--- config.mk ---
export PLATFORM = sky130hd
export DESIGN_NAME = text_serializer
export DESIGN_NICKNAME = d
export VERILOG_FILES = /design/src/rtl/text_serializer.sv
export SDC_FILE = /design/constraint.sdc
export NUM_CORES = 1
export LEC_CHECK = 0
export CORE_MARGIN = 2
export CORE_UTILIZATION = 61
export CTS_CLUSTER_DIAMETER = 120
export DETAILED_ROUTE_END_ITERATION = 10
export GPL_TIMING_DRIVEN = 0
export PLACE_DENSITY = 0.81
export SYNTH_ARGS = -nofsm -noshare
export SYNTH_HDL_FRONTEND = slang
export SYNTH_SLANG_ARGS = --single-unit
--- constraint.sdc ---
create_clock -name clk -period 4.5 [get_ports clk]
set_input_delay 0.45 -clock clk [delete_from_list [all_inputs] [get_ports clk]]
set_output_delay 0.45 -clock clk [all_outputs]
set_load 0.02 [all_outputs]
--- src/rtl/text_serializer.sv ---
// Frames reader bytes (preamble + data, optional even parity) into a paced serial bitstream.
// Build option: define TEXT_SERIALIZER_PARITY_EN to append an even-parity bit after each data byte.
module text_serializer #(
    parameter int unsigned NUM_BYTES  = 10,
    parameter int unsigned BIT_CYCLES = 4,
    parameter logic [7:0]  PREAMBLE   = 8'hA5
) (
    input  logic       clk,
    input  logic       reset,
    input  logic       start,
    input  logic [7:0] byte_in,
    output logic       byte_req,
    output logic       bit_out,
    output logic       bit_valid,
    output logic       busy,
    output logic       done
);

`ifdef TEXT_SERIALIZER_PARITY_EN
    typedef enum logic [2:0] {IDLE, PRE, DATA, PAR, DONE} state_t;
`else
    typedef enum logic [2:0] {IDLE, PRE, DATA, DONE} state_t;
`endif

    localparam logic [7:0] CYC_LAST  = 8'(BIT_CYCLES - 1);
    localparam logic [7:0] BYTE_LAST = 8'(NUM_BYTES - 1);

    state_t      state, state_nxt;
    logic [7:0]  shreg, shreg_nxt;
    logic [7:0]  cyc_cnt, cyc_nxt;
    logic [3:0]  bit_cnt, bit_cnt_nxt;
    logic [7:0]  byte_cnt, byte_cnt_nxt;
    logic        bit_out_nxt, valid_nxt, req_nxt, busy_nxt, done_nxt;
    logic        bit_end, load_byte, finish_byte;
`ifdef TEXT_SERIALIZER_PARITY_EN
    logic        par_acc, par_nxt;
`endif

    always_ff @(posedge clk or negedge reset) begin
        if (!reset) begin
            state     <= IDLE;
            shreg     <= 8'd0;
            cyc_cnt   <= 8'd0;
            bit_cnt   <= 4'd0;
            byte_cnt  <= 8'd0;
            bit_out   <= 1'b0;
            bit_valid <= 1'b0;
            byte_req  <= 1'b0;
            busy      <= 1'b0;
            done      <= 1'b0;
        end else begin
            state     <= state_nxt;
            shreg     <= shreg_nxt;
            cyc_cnt   <= cyc_nxt;
            bit_cnt   <= bit_cnt_nxt;
            byte_cnt  <= byte_cnt_nxt;
            bit_out   <= bit_out_nxt;
            bit_valid <= valid_nxt;
            byte_req  <= req_nxt;
            busy      <= busy_nxt;
            done      <= done_nxt;
        end
    end

`ifdef TEXT_SERIALIZER_PARITY_EN
    always_ff @(posedge clk or negedge reset) begin
        if (!reset) par_acc <= 1'b0;
        else        par_acc <= par_nxt;
    end
`endif

    // Outputs are computed one cycle ahead so every output leaves a flop.
    always_comb begin
        state_nxt    = state;
        shreg_nxt    = shreg;
        cyc_nxt      = cyc_cnt;
        bit_cnt_nxt  = bit_cnt;
        byte_cnt_nxt = byte_cnt;
        bit_out_nxt  = bit_out;
        valid_nxt    = bit_valid;
        req_nxt      = 1'b0;
        busy_nxt     = busy;
        done_nxt     = 1'b0;
        load_byte    = 1'b0;
        finish_byte  = 1'b0;
`ifdef TEXT_SERIALIZER_PARITY_EN
        par_nxt      = par_acc;
`endif
        bit_end      = (cyc_cnt == CYC_LAST);

        case (state)
            IDLE: begin
                bit_out_nxt = 1'b0;
                valid_nxt   = 1'b0;
                busy_nxt    = 1'b0;
                if (start) begin
                    state_nxt    = PRE;
                    shreg_nxt    = PREAMBLE;
                    cyc_nxt      = 8'd0;
                    bit_cnt_nxt  = 4'd0;
                    byte_cnt_nxt = 8'd0;
                    bit_out_nxt  = PREAMBLE[7];
                    valid_nxt    = 1'b1;
                    busy_nxt     = 1'b1;
                end
            end
            PRE: begin
                if (bit_end) begin
                    cyc_nxt = 8'd0;
                    if (bit_cnt == 4'd7) begin
                        load_byte = 1'b1;
                    end else begin
                        bit_cnt_nxt = bit_cnt + 4'd1;
                        shreg_nxt   = {shreg[6:0], 1'b0};
                        bit_out_nxt = shreg[6];
                    end
                end else begin
                    cyc_nxt = cyc_cnt + 8'd1;
                end
            end
            DATA: begin
                if (bit_end) begin
                    cyc_nxt = 8'd0;
`ifdef TEXT_SERIALIZER_PARITY_EN
                    par_nxt = par_acc ^ shreg[0];
`endif
                    if (bit_cnt == 4'd7) begin
`ifdef TEXT_SERIALIZER_PARITY_EN
                        state_nxt   = PAR;
                        bit_out_nxt = par_acc ^ shreg[0];
`else
                        finish_byte = 1'b1;
`endif
                    end else begin
                        bit_cnt_nxt = bit_cnt + 4'd1;
                        shreg_nxt   = {1'b0, shreg[7:1]};
                        bit_out_nxt = shreg[1];
                    end
                end else begin
                    cyc_nxt = cyc_cnt + 8'd1;
                end
            end
`ifdef TEXT_SERIALIZER_PARITY_EN
            PAR: begin
                if (bit_end) finish_byte = 1'b1;
                else         cyc_nxt = cyc_cnt + 8'd1;
            end
`endif
            DONE: begin
                state_nxt = IDLE;
            end
            default: begin
                state_nxt = IDLE;
            end
        endcase

        if (finish_byte) begin
            if (byte_cnt < BYTE_LAST) begin
                byte_cnt_nxt = byte_cnt + 8'd1;
                load_byte    = 1'b1;
            end else begin
                state_nxt    = DONE;
                byte_cnt_nxt = 8'd0;
                cyc_nxt      = 8'd0;
                bit_cnt_nxt  = 4'd0;
                bit_out_nxt  = 1'b0;
                valid_nxt    = 1'b0;
                busy_nxt     = 1'b0;
                done_nxt     = 1'b1;
            end
        end

        // Entering DATA: latch the reader byte and step the reader exactly once.
        if (load_byte) begin
            state_nxt   = DATA;
            shreg_nxt   = byte_in;
            bit_out_nxt = byte_in[0];
            bit_cnt_nxt = 4'd0;
            cyc_nxt     = 8'd0;
            req_nxt     = 1'b1;
`ifdef TEXT_SERIALIZER_PARITY_EN
            par_nxt     = 1'b0;
`endif
        end
    end

endmodule

Word-level counts from Yosys, hierarchy flattened
Cells that the tools add are included.
{"block": "word_totals", "out_inout_bits": 5, "mem_count": 0, "latch_bits": 0, "romBits": 0, "elab_cells": 83, "ff_bits": 36, "in_bits": 11, "mem_bits_rw": 0}
{"block": "op_classes", "n_bitwise": 0, "order_cmp": 1, "n_mux": 53, "eq_ne": 9, "div": 0, "addsub": 3, "n_mul": 0, "reduce_logical": 7, "shift": 0}
{"op": "8-bit two-way mux", "n": 15}
{"op": "4-bit two-way mux", "n": 6}
{"op": "8-bit case mux with 3 select lines", "n": 1}
{"op": "1-bit two-way mux", "n": 23}
{"op": "8-bit by 1-bit adder with 8-bit output, second input constant", "n": 2}
{"op": "8-bit case mux with 2 select lines", "n": 1}
{"op": "3-bit inequality test, second input constant", "n": 5}
{"op": "3-bit two-way mux", "n": 4}
{"op": "8-bit by 2-bit equality test with 1-bit output, second input constant", "n": 1}
{"op": "8-bit by 4-bit < comparator with 1-bit output, second input constant", "n": 1}
{"op": "4-bit case mux with 2 select lines", "n": 1}
{"op": "3-bit case mux with 2 select lines", "n": 1}
{"op": "6-bit AND reduction", "n": 1}
{"op": "4-bit by 1-bit adder with 4-bit output, second input constant", "n": 1}
{"op": "4-bit by 3-bit equality test with 1-bit output, second input constant", "n": 1}
{"op": "2-bit nonzero test", "n": 2}
{"op": "4-bit nonzero test", "n": 1}
{"op": "3-bit by 1-bit equality test with 1-bit output, second input constant", "n": 1}
{"op": "3-bit by 2-bit equality test with 1-bit output, second input constant", "n": 1}
{"op": "3-bit zero test", "n": 1}
{"op": "1-bit case mux with 3 select lines", "n": 1}
{"op": "2-bit AND reduction", "n": 1}
{"op": "2-bit OR reduction", "n": 1}

Logic depth before layout (Yosys ltp)
Gate-level depths: netlist of run 1.
{"block": "logic_depth", "ltp_word": 8, "ltp_mapped": 8, "depth_no_buf": 7}

Worst setup path before layout of run 1
Ideal clock, no wire load.
{"block": "synth_timing", "kind": "register to register", "start": "register bit_cnt[0]", "end": "register shreg[1]", "path_stages_with_launch": 7, "synth_period_minus_slack_ns": 1.849, "n_path_buf": 0, "required_ns": 4.360, "t_arrival_ns": 1.710, "path_slack_ns": 2.651, "setup_time_ns": 0.140, "cell_sequence": "dfrtp_1 -> ha_1 -> and3b_1 -> nand3b_2 -> a21oi_4 -> mux2i_1 -> o21ai_0"}
{"block": "synth_via", "elab_chain_cells": 8, "word_cells_on_any_way": 15, "cone_classes": "eq/ne: 6; mux: 7; reduce/logical: 2"}
{"item": "from (decl)", "line_no": "31", "rtl": "logic [3:0] bit_cnt, bit_cnt_nxt;"}
{"item": "from (signal assigned)", "line_no": "55", "rtl": "bit_cnt <= bit_cnt_nxt;"}
{"item": "4-bit by 3-bit equality test with 1-bit output *", "line_no": "110, 127"}
{"item": "1-bit two-way mux", "line_no": "110, 127"}
{"item": "1-bit two-way mux", "line_no": "122", "rtl": "if (bit_end) begin"}
{"item": "1-bit two-way mux", "line_no": "91", "rtl": "case (state)"}
{"item": "1-bit two-way mux", "line_no": "158", "rtl": "if (byte_cnt < BYTE_LAST) begin"}
{"item": "1-bit two-way mux", "line_no": "157", "rtl": "if (finish_byte) begin"}
{"item": "3-bit inequality test (no source line) / 4-bit nonzero test (equally long branches)"}
{"item": "6-bit AND reduction (no source line)"}
{"item": "to (signal assigned)", "line_no": "53", "rtl": "shreg <= shreg_nxt;"}
{"item": "to (decl)", "line_no": "29", "rtl": "logic [7:0] shreg, shreg_nxt;"}
Mark *: on every way between the ends. The rest lies on a longest branch, timed or not.
A chain may end at the register's enable or synchronous reset.

Worst setup path in the final report of run 1
{"block": "layout_timing", "start": "register cyc_cnt[0]", "end": "register shreg[0]"}
{"block": "layout_via", "elab_chain_cells": 7, "word_cells_on_any_way": 14, "cone_classes": "eq/ne: 6; mux: 6; reduce/logical: 2"}
{"item": "from (decl)", "line_no": "30", "rtl": "logic [7:0] cyc_cnt, cyc_nxt;"}
{"item": "from (signal assigned)", "line_no": "54", "rtl": "cyc_cnt <= cyc_nxt;"}
{"item": "8-bit by 2-bit equality test with 1-bit output *", "line_no": "89", "rtl": "bit_end = (cyc_cnt == CYC_LAST);"}
{"item": "1-bit two-way mux *", "line_no": "122"}
{"item": "1-bit two-way mux", "line_no": "91"}
{"item": "1-bit two-way mux", "line_no": "158"}
{"item": "1-bit two-way mux *", "line_no": "157"}
{"item": "via load_byte", "line_no": "34", "rtl": "logic bit_end, load_byte, finish_byte;"}
{"item": "3-bit inequality test (no source line) / 4-bit nonzero test (equally long branches)"}
{"item": "6-bit AND reduction (no source line)"}
The timed path passes the listed nets; every way through them passes the cells marked *.

==> reports/qor.yml, run 1 <==
routed_wl_mm: 3.814
drive_above_1_share: 0.1096
ys_async_sr_fraction: 1.000
clockBufferDepth: 2
crit_buf_inv: 1
vias: 1551
skew_ns: 0.01649
critPathKind: "reg2reg"
cts_hold_buf: 0
worstPathCellList: "ha_1 > nor3b_2 > nand4_2 > o31ai_4 > buf_6 > nand2_1 > o31ai_1"
initial_utilization: 0.6310
fmax_mhz: 478.2
placed_cells: 255
dpl.hpwl_mm: 2.784
ys_seq_elements: 36
grt_pass1_vias: 1525
ys_seq_area_frac: 0.4715
p_int_uw: 460.8
die_y_um: 59.97
hold_viol_final: 0
antenna_cells: 0
grt_max_degree: 37
track_usage: 0.2503
power_density_mw_per_mm2: 294.4
multi_input_area_um2: 957.2
cts.sink_count: 36
stdcell_count: 263
seqCellArea_um2: 900.9
cap_violations: 0
overflow: 0
drtIter0Drc: 79
peakVddDrop_mv: 0.1990
finalMaxSlewViolations: 0
dp_slack_ns: 2.261
cp-end-kind: "flip-flop"
start_kind: "flip-flop"
insertion_delay_ns: 0.34
final_cell_mix: "dfrtp_1, o21ai_0, nand2_1"
tritoncts.num_buffers: 5
fin_setup_tns_ns: 0
r2r_setup_slack_ns: 2.41
min_path_type: "in2async"
port_buffers: 15
power_frac_comb: 0.147
fin_crit_sh: 0.4648
cts-htree-levels: 2
yosysUniqueCellTypes: 45
switching_power_uw: 178.6
antenna_found_initial: 0
clkSlewWorstSetupHoldPaths_ns: 0.12
grt_first_pass_wirelength_mm: 6.796
timing.rr.end: "shreg[0]$_DFFE_PN0P_"
placementRows: 20
nets: 233
slew_headroom: 0.4855
crit_arrival_ns: 2.35
cp_max_fo: 10
cts_setup_buffers: 0
synth_warnings: 0
crit_family: "simple AND/OR/NAND/NOR gates"
synth_flop_cell: "dfrtp_1"
netlist_instances: 196
drc_errors: 0
final.min_clock_period_ns: 2.091
syn2layout_area_growth_pct: 13.69
pwr-share-seq: 0.568
synth_nets: 211
ant_nets: 0
cts_resized: 0
p_leak_uw: 0.0009737
setup_viol: 0
cts_tree: "built"
fillCellCount: 238
first_pass_iters: 4
synth_enable_flop_cells: 0
swShare: 0.2793
wl_per_cell_um: 14.50
netlist_area_mm2: 0.001911
rsz0062_at_grt: "false"
pwr-share-clk: 0.285
max_stage_delay_ns: 0.47
cp_slowest_cell: "o31ai_4"
status: "finished clean"
core_mm2: 0.003028
worst_pin_slew_ns: 0.7718
routabilityCongestion: 0.8218
cts_root_buffer: "clkbuf_4"
rr_worst_depth: 7
die_w_um: 59.97
setup_ws_ns: 2.409
rr_startpoint: "cyc_cnt[0]$_DFF_PN0_"
crit_required_ns: 4.76
ioPinCount: 16
fp.dieArea_mm2: 0.003596
layout_commonest_cell: "dfrtp_1"
vias_per_cell: 5.897
startpoint: "cyc_cnt[0]$_DFF_PN0_"
avgSynthCellArea_um2: 9.748
per-stage QoR:
| stage | total power [µW] | utilization | instance area, µm² | hold slack (ns) |
|---|---|---|---|---|
| final | 639.4 | 0.7174 | 2172 | 0.1615 |
| after floorplan | 424.2 | - | 1911 | 0.1544 |
| after global placement | 459.4 | 0.6988 | 2116 | 0.4947 |
| after CTS | 642.2 | 0.7174 | 2172 | 0.1948 |
| after global routing | 669.2 | 0.7174 | 2172 | 0.2297 |
| after detailed placement | 463.4 | 0.6971 | 2111 | 0.4965 |
registers in the layout, summed over array words and instances (netlist names):
register and cells:
shreg 8, state 3, bit_out 1, bit_valid 1
busy 1, byte_req 1, byte_cnt 8, done 1
bit_cnt 4, cyc_cnt 8
how the worst max path moves through the flow:
stage	cells after the start	endpoint	slack, ns
2_1_floorplan	6	shreg[1]$_DFFE_PN0P_	2.65
3_3_place_gp	1	byte_cnt[1]$_DFFE_PN0P_	2.27
3_5_place_dp	5	cyc_cnt[3]$_DFF_PN0_	2.26
4_1_cts	7	shreg[7]$_DFFE_PN0P_	2.40
5_1_grt	7	shreg[0]$_DFFE_PN0P_	2.20
6_report	7	shreg[0]$_DFFE_PN0P_	2.41
power by group through the flow:
stage / Combinational, µW / Clock [µW] / Sequential (µW)
after floorplan: 55.6 / 0 / 369
after global placement: 91.6 / 0 / 368
after detailed placement: 94.4 / 0 / 369
after CTS: 94.8 / 184 / 363
after global routing: 107 / 196 / 366
final: 94.0 / 182 / 363
Yosys cell counts (2+ instances only):
master | number | area (µm²)
nor3b_1 | 3 | 22.52
mux2i_1 | 6 | 60.06
nor3_1 | 6 | 30.03
nand3_1 | 7 | 35.03
nor2b_1 | 2 | 12.51
nor2_1 | 16 | 60.06
nand2b_1 | 4 | 25.02
and3_1 | 5 | 31.28
dfrtp_1 | 36 | 900.9
a22o_1 | 7 | 61.31
o22a_1 | 2 | 17.52
ha_1 | 4 | 50.05
a21oi_1 | 9 | 45.04
o31ai_1 | 5 | 37.54
clkbuf_1 | 3 | 11.26
nand2_1 | 21 | 78.83
a21o_1 | 2 | 15.01
o21ai_0 | 21 | 105.1
nand4_1 | 3 | 18.77
buf_2 | 3 | 15.01
and2_1 | 3 | 18.77
inv_1 | 4 | 15.01
nor3b_2 | 2 | 25.02
layer usage:
layer	GRT usage	share of wire	vias to the layer above
met3	0.05628	0.039	8
met5	0	0	-
met1	0.3329	0.46	753
li1	-	-	758
met4	0.06984	0.012	0
met2	0.4115	0.49	32
kinds of logic after synthesis:
logic type | Yosys count | share of synthesized area
flops | 36 | 0.4715
compound gates | 56 | 0.2004
mux | 6 | 0.03144
other cells | 1 | 0.001963
xor+xnor | 1 | 0.004585
fa+ha+maj | 4 | 0.02620
buf+inv | 11 | 0.02750
simple gates | 81 | 0.2364
cell type report:
| cell class | instances | area share |
|---|---|---|
| Buffer | 7 | 0.01728 |
| Clock buffer | 6 | 0.02362 |
| Clock inverter | 2 | 0.004608 |
| Inverter | 4 | 0.006912 |
| Multi-Input combinational cell | 149 | 0.4407 |
| Sequential cell | 36 | 0.4147 |
| Tap cell | 44 | 0.02535 |
| Timing Repair Buffer | 15 | 0.06682 |
(Power assumes the default switching activity.)
==> run 2, diff against run 1 <==
--- a/config.mk
+++ b/config.mk
@@ -6,11 +6,11 @@
 export NUM_CORES = 1
 export LEC_CHECK = 0
 export CORE_MARGIN = 2
-export CORE_UTILIZATION = 61
+export CORE_UTILIZATION = 51
 export CTS_CLUSTER_DIAMETER = 120
 export DETAILED_ROUTE_END_ITERATION = 10
 export GPL_TIMING_DRIVEN = 0
-export PLACE_DENSITY = 0.81
+export PLACE_DENSITY = 0.72
 export SYNTH_ARGS = -nofsm -noshare
 export SYNTH_HDL_FRONTEND = slang
 export SYNTH_SLANG_ARGS = --single-unit
==> constraint.sdc (replaced) <==
create_clock -name clk -period 1.75 [get_ports clk]
set_input_delay 0.175 -clock clk [delete_from_list [all_inputs] [get_ports clk]]
set_output_delay 0.175 -clock clk [all_outputs]
set_load 0.02 [all_outputs]
==> reports/qor.yml, run 2 (synthesis gave the netlist of run 1 again) <==
layout_commonest_cell: "dfrtp_1"
grt_max_degree: 37
rsz0062_at_grt: "true"
first_pass_iters: 4
p_leak_uw: 0.001106
fmax_mhz: 556.5
setup_viol: 11
dpl.hpwl_mm: 2.820
power_frac_comb: 0.174
grt_pass1_vias: 1665
worstPathCellList: "or4_4 > a21oi_4 > nand4_1 > buf_4 > inv_2 > a22o_1"
tritoncts.num_buffers: 5
vias_per_cell: 5.785
cp-end-kind: "flip-flop"
die_y_um: 65.21
routed_wl_mm: 4.520
multi_input_area_mm2: 0.001117
antenna_found_initial: 0
violations: "setup timing"
cts-htree-levels: 2
crit_arrival_ns: 2.03
cts_root_buffer: "clkbuf_8"
min_path_type: "in2reg"
cts_tree: "built"
pwr-share-clk: 0.330
cp_slowest_cell: "or4_4"
finalMaxSlewViolations: 0
wl_per_cell_um: 15.69
routabilityCongestion: 0.8308
cap_violations: 0
initial_utilization: 0.5258
fillCellCount: 291
seqCellArea_um2: 902.1
clkSlewWorstSetupHoldPaths_ns: 0.07
drive_above_1_share: 0.3042
syn2layout_area_growth_pct: 34.84
drc_errors: 0
cts.sink_count: 36
power_density_mw_per_mm2: 729.5
crit_required_ns: 1.98
nets: 254
overflow: 0
setup_ws_ns: -0.04696
critPathKind: "reg2reg"
p_int_uw: 1367
switching_power_uw: 512.3
insertion_delay_ns: 0.29
start_kind: "flip-flop"
r2r_setup_slack_ns: -0.05
ant_nets: 0
whs_ns: 0.4340
final.min_clock_period_ns: 1.797
pwr-share-seq: 0.497
final_cell_mix: "dfrtp_1, buf_4, nand2_1"
skew_ns: 0.005321
status: "complete, but fails checks"
cp_max_fo: 5
core_mm2: 0.003633
peakVddDrop_mv: 0.3959
port_buffers: 15
hold_depth: 3
total_power_uw: 1879
die_w_um: 65.21
rr_worst_depth: 6
ioPinCount: 16
max_stage_delay_ns: 0.58
swShare: 0.2726
placementRows: 22
worst_pin_slew_ns: 0.8097
vias: 1666
fin_crit_sh: 1.027
fp.dieArea_mm2: 0.004252
antenna_cells: 0
track_usage: 0.2356
largestRegisters: "byte_cnt x8, cyc_cnt x8, shreg x8"
grt_first_pass_wirelength_mm: 7.679
clockBufferDepth: 2
hold_viol_final: 0
slew_headroom: 0.4602
drtIter0Drc: 176
[run 2: cell types whose count changed in the layout (fill, tap and decap cells not counted), sizes merged]
cell | previous run | this run
dlygate4sd3 | 0 | 1
clkinvlp | 0 | 1
buf | 5 | 26
clkinv | 2 | 0
[run 2: critical path: cells and delay by family, from the launching register on]
| family | cells | cell delay (ns) |
|---|---|---|
| DFF | 1 | 0.38 |
| and+or+nand+nor | 2 | 0.81 |
| buffers and inverters | 2 | 0.26 |
| AOI/OAI and AO/OA | 2 | 0.28 |
[run 2: layout make-up]
class	count	area share
Sequential cell	36	0.3502
Inverter	4	0.005828
Tap cell	48	0.02331
Clock buffer	7	0.03351
Clock inverter	1	0.002914
Timing Repair Buffer	38	0.1365
Buffer	5	0.01408
Multi-Input combinational cell	149	0.4337
[run 2: power groups by stage]
stage / registers [µW] / logic (µW) / clock network (µW)
CTS: 931 / 315 / 630
global placement: 948 / 245 / 0
finish: 933 / 327 / 619
global route: 940 / 359 / 674
detailed placement: 950 / 253 / 0
floorplan: 949 / 150 / 0
[run 2: worst paths after layout]
kind / endpoint / start
worst min-delay path: shreg[6]$_DFFE_PN0P_ / byte_in[6]
min in group asynchronous: shreg[5]$_DFFE_PN0P_ / reset
max in group asynchronous: cyc_cnt[5]$_DFF_PN0_ / reset
worst max register to register: byte_cnt[1]$_DFFE_PN0P_ / byte_cnt[4]$_DFFE_PN0P_
worst min register to register: byte_cnt[5]$_DFFE_PN0P_ / byte_cnt[5]$_DFFE_PN0P_
worst max-delay path: byte_cnt[1]$_DFFE_PN0P_ / byte_cnt[4]$_DFFE_PN0P_
[run 2: timing repair]
item                                    in CTS  in global routing
buffers inserted                            18                  3
hold buffers                                 1                  0
pin swaps                                   16                 11
endpoints found under the setup margin      26                 27
gates cloned                                 1                  0
endpoints found under the hold margin       13                  0
gates resized for setup                     27                 26
[run 2: metal layers]
layer  track usage  part of all wire
met1        0.3072              0.45
met2        0.3827              0.50
met3       0.05651             0.033
met4       0.08594             0.012
met5             0                 0
[run 2: stage by stage]
step / instances / TNS [ns] / utilization / cell area, µm² / setup WS (ns)
final: 288 / -0.2513 / 0.7090 / 2576 / -0.04696
after global routing: 288 / -2.271 / 0.7090 / 2576 / -0.1623
after CTS: 285 / -0.4465 / 0.6846 / 2487 / -0.06546
after detailed placement: 259 / -4.732 / 0.5906 / 2146 / -0.2879
after global placement: 259 / -11.78 / 0.5919 / 2151 / -0.2536
after floorplan: 196 / -0.005134 / - / 1941 / -0.003892
==> run 3, diff against run 2 <==
--- a/config.mk
+++ b/config.mk
@@ -5,12 +5,13 @@
 export SDC_FILE = /design/constraint.sdc
 export NUM_CORES = 1
 export LEC_CHECK = 0
+export ABC_CLOCK_PERIOD_IN_PS = 1750
 export CORE_MARGIN = 2
-export CORE_UTILIZATION = 51
+export CORE_UTILIZATION = 40
 export CTS_CLUSTER_DIAMETER = 120
 export DETAILED_ROUTE_END_ITERATION = 10
 export GPL_TIMING_DRIVEN = 0
-export PLACE_DENSITY = 0.72
+export PLACE_DENSITY = 0.59
 export SYNTH_ARGS = -nofsm -noshare
 export SYNTH_HDL_FRONTEND = slang
 export SYNTH_SLANG_ARGS = --single-unit
==> constraint.sdc (replaced) <==
create_clock -name clk -period 1.75 [get_ports clk]
set_input_delay 0.525 -clock clk [delete_from_list [all_inputs] [get_ports clk]]
set_output_delay 0.525 -clock clk [all_outputs]
set_load 0.02 [all_outputs]
==> reports/qor.yml, run 3 (synthesis gave the netlist of run 1 again) <==
cap_violations: 0
dp_slack_ns: -0.6371
status: "complete, but fails checks"
clockBufferDepth: 2
port_buffers: 15
dpl.hpwl_mm: 2.889
drtIter0Drc: 53
cp_max_fo: 6
syn2layout_area_growth_pct: 34.18
die_w_um: 73.11
m1WireLength_mm: 2.024
initial_utilization: 0.4099
vias_per_cell: 5.589
min_path_type: "in2async"
pwr-share-seq: 0.493
switching_power_uw: 497.9
tritoncts.num_buffers: 5
peakVddDrop_mv: 0.3162
first_pass_iters: 4
routabilityCongestion: 0.7879
insertion_delay_ns: 0.28
startpoint: "byte_cnt[7]$_DFFE_PN0P_"
grt_pass1_vias: 1618
cts.sink_count: 36
cp-end-kind: "flip-flop"
slew_headroom: 0.4580
placementRows: 25
track_usage: 0.1772
critPathKind: "reg2reg"
fin_util: 0.5501
grt_max_degree: 37
rr_startpoint: "byte_cnt[7]$_DFFE_PN0P_"
vias: 1632
clkSlewWorstSetupHoldPaths_ns: 0.07
drive_above_1_share: 0.2899
routed_wl_mm: 4.464
overflow: 0
top_layer_used: "met4"
start_kind: "flip-flop"
ant_nets: 0
wl_per_cell_um: 15.29
rsz0062_at_grt: "true"
finalMaxSlewViolations: 0
drc_errors: 0
cp-endpoint: "byte_cnt[1]$_DFFE_PN0P_"
cts-htree-levels: 2
met3WireLength_um: 158
antenna_found_initial: 0
crit_arrival_ns: 2.00
cts_root_buffer: "clkbuf_8"
fmax_mhz: 559.7
cts_hold_buf: 0
p_int_uw: 1400
r2r_setup_slack_ns: -0.04
crit_required_ns: 1.97
ioPinCount: 16
fillCellCount: 401
layout_commonest_cell: "dfrtp_1"
met2_length_mm: 2.242
cts_tree: "built"
power_frac_comb: 0.173
hold_viol_final: 0
setup_ws_ns: -0.03665
skew_ns: 0.006049
worst_pin_slew_ns: 0.8130
nets: 253
swShare: 0.2623
fp.dieArea_mm2: 0.005345
pwr-share-clk: 0.334
final.min_clock_period_ns: 1.787
p_leak_uw: 0.001144
fin_crit_sh: 1.021
setup_viol: 3
grt_first_pass_wirelength_mm: 7.369
final_cell_mix: "dfrtp_1, nand2_1, buf_4"
die_y_um: 73.11
rr_worst_depth: 6
timing.rr.end: "byte_cnt[1]$_DFFE_PN0P_"
violations: "setup timing"
antenna_cells: 0
power_density_mw_per_mm2: 740.4
largestRegisters: "byte_cnt x8, cyc_cnt x8, shreg x8"
core_mm2: 0.004661
==> run 3: area by class of cell <==
type	count	area, µm²	area share
multi-input combinational	149	1101	0.4295
clock buffer	7	96.34	0.03758
sequential	36	902.1	0.3519
inverter	4	15.01	0.005857
timing repair buffer	37	335.3	0.1308
buffer	5	46.29	0.01806
tap	54	67.56	0.02635
==> run 3: per-layer routing <==
layer | track usage | up-vias
li1 | - | 792
met1 | 0.2190 | 798
met2 | 0.3133 | 36
met3 | 0.02901 | 6
met4 | 0.05556 | 0
met5 | 0 | -
==> run 3: power by group through the flow <==
| stage | Clock, µW | Sequential, µW | Combinational [µW] |
|---|---|---|---|
| finish | 634 | 935 | 329 |
| global route | 680 | 939 | 362 |
| CTS | 654 | 932 | 295 |
| detailed placement | 0 | 951 | 254 |
| global placement | 0 | 949 | 249 |
| floorplan | 0 | 949 | 150 |
==> run 3: worst min-delay path by stage <==
stage / to / slack (ns) / from
2_1_floorplan: bit_cnt[0]$_DFF_PN0_ / 0.23 / reset
3_3_place_gp: byte_cnt[4]$_DFFE_PN0P_ / 0.49 / byte_cnt[4]$_DFFE_PN0P_
3_5_place_dp: byte_cnt[7]$_DFFE_PN0P_ / 0.50 / byte_cnt[7]$_DFFE_PN0P_
4_1_cts: shreg[3]$_DFFE_PN0P_ / 0.36 / reset
5_1_grt: shreg[3]$_DFFE_PN0P_ / 0.40 / reset
6_report: shreg[3]$_DFFE_PN0P_ / 0.33 / reset
==> run 3: per-stage QoR <==
step                      hold WS (ns)  power, µW  area, µm²  cells  setup TNS [ns]
after floorplan                 0.2294       1098       1941    196       -0.005134
after global placement          0.4943       1197       2158    265          -32.83
after detailed placement        0.4968       1205       2153    265          -10.79
after CTS                       0.3623       1881       2404    284         -0.4789
after global routing            0.4010       1980       2564    292          -1.211
final                           0.3282       1898       2564    292        -0.06246
==> run 3: critical path, cell delays in order, from the launching register on <==
cell and delay [ns]:
dfrtp_1 0.37, or4_4 0.57, a21oi_4 0.14, nand4_1 0.25
buf_4 0.23, inv_2 0.03, a22o_1 0.13
==> run 3: repair_timing <==
action,in CTS,in global routing
resized for setup,15,38
pin swaps,9,14
buffers inserted,14,8
endpoints found under the setup margin,28,29
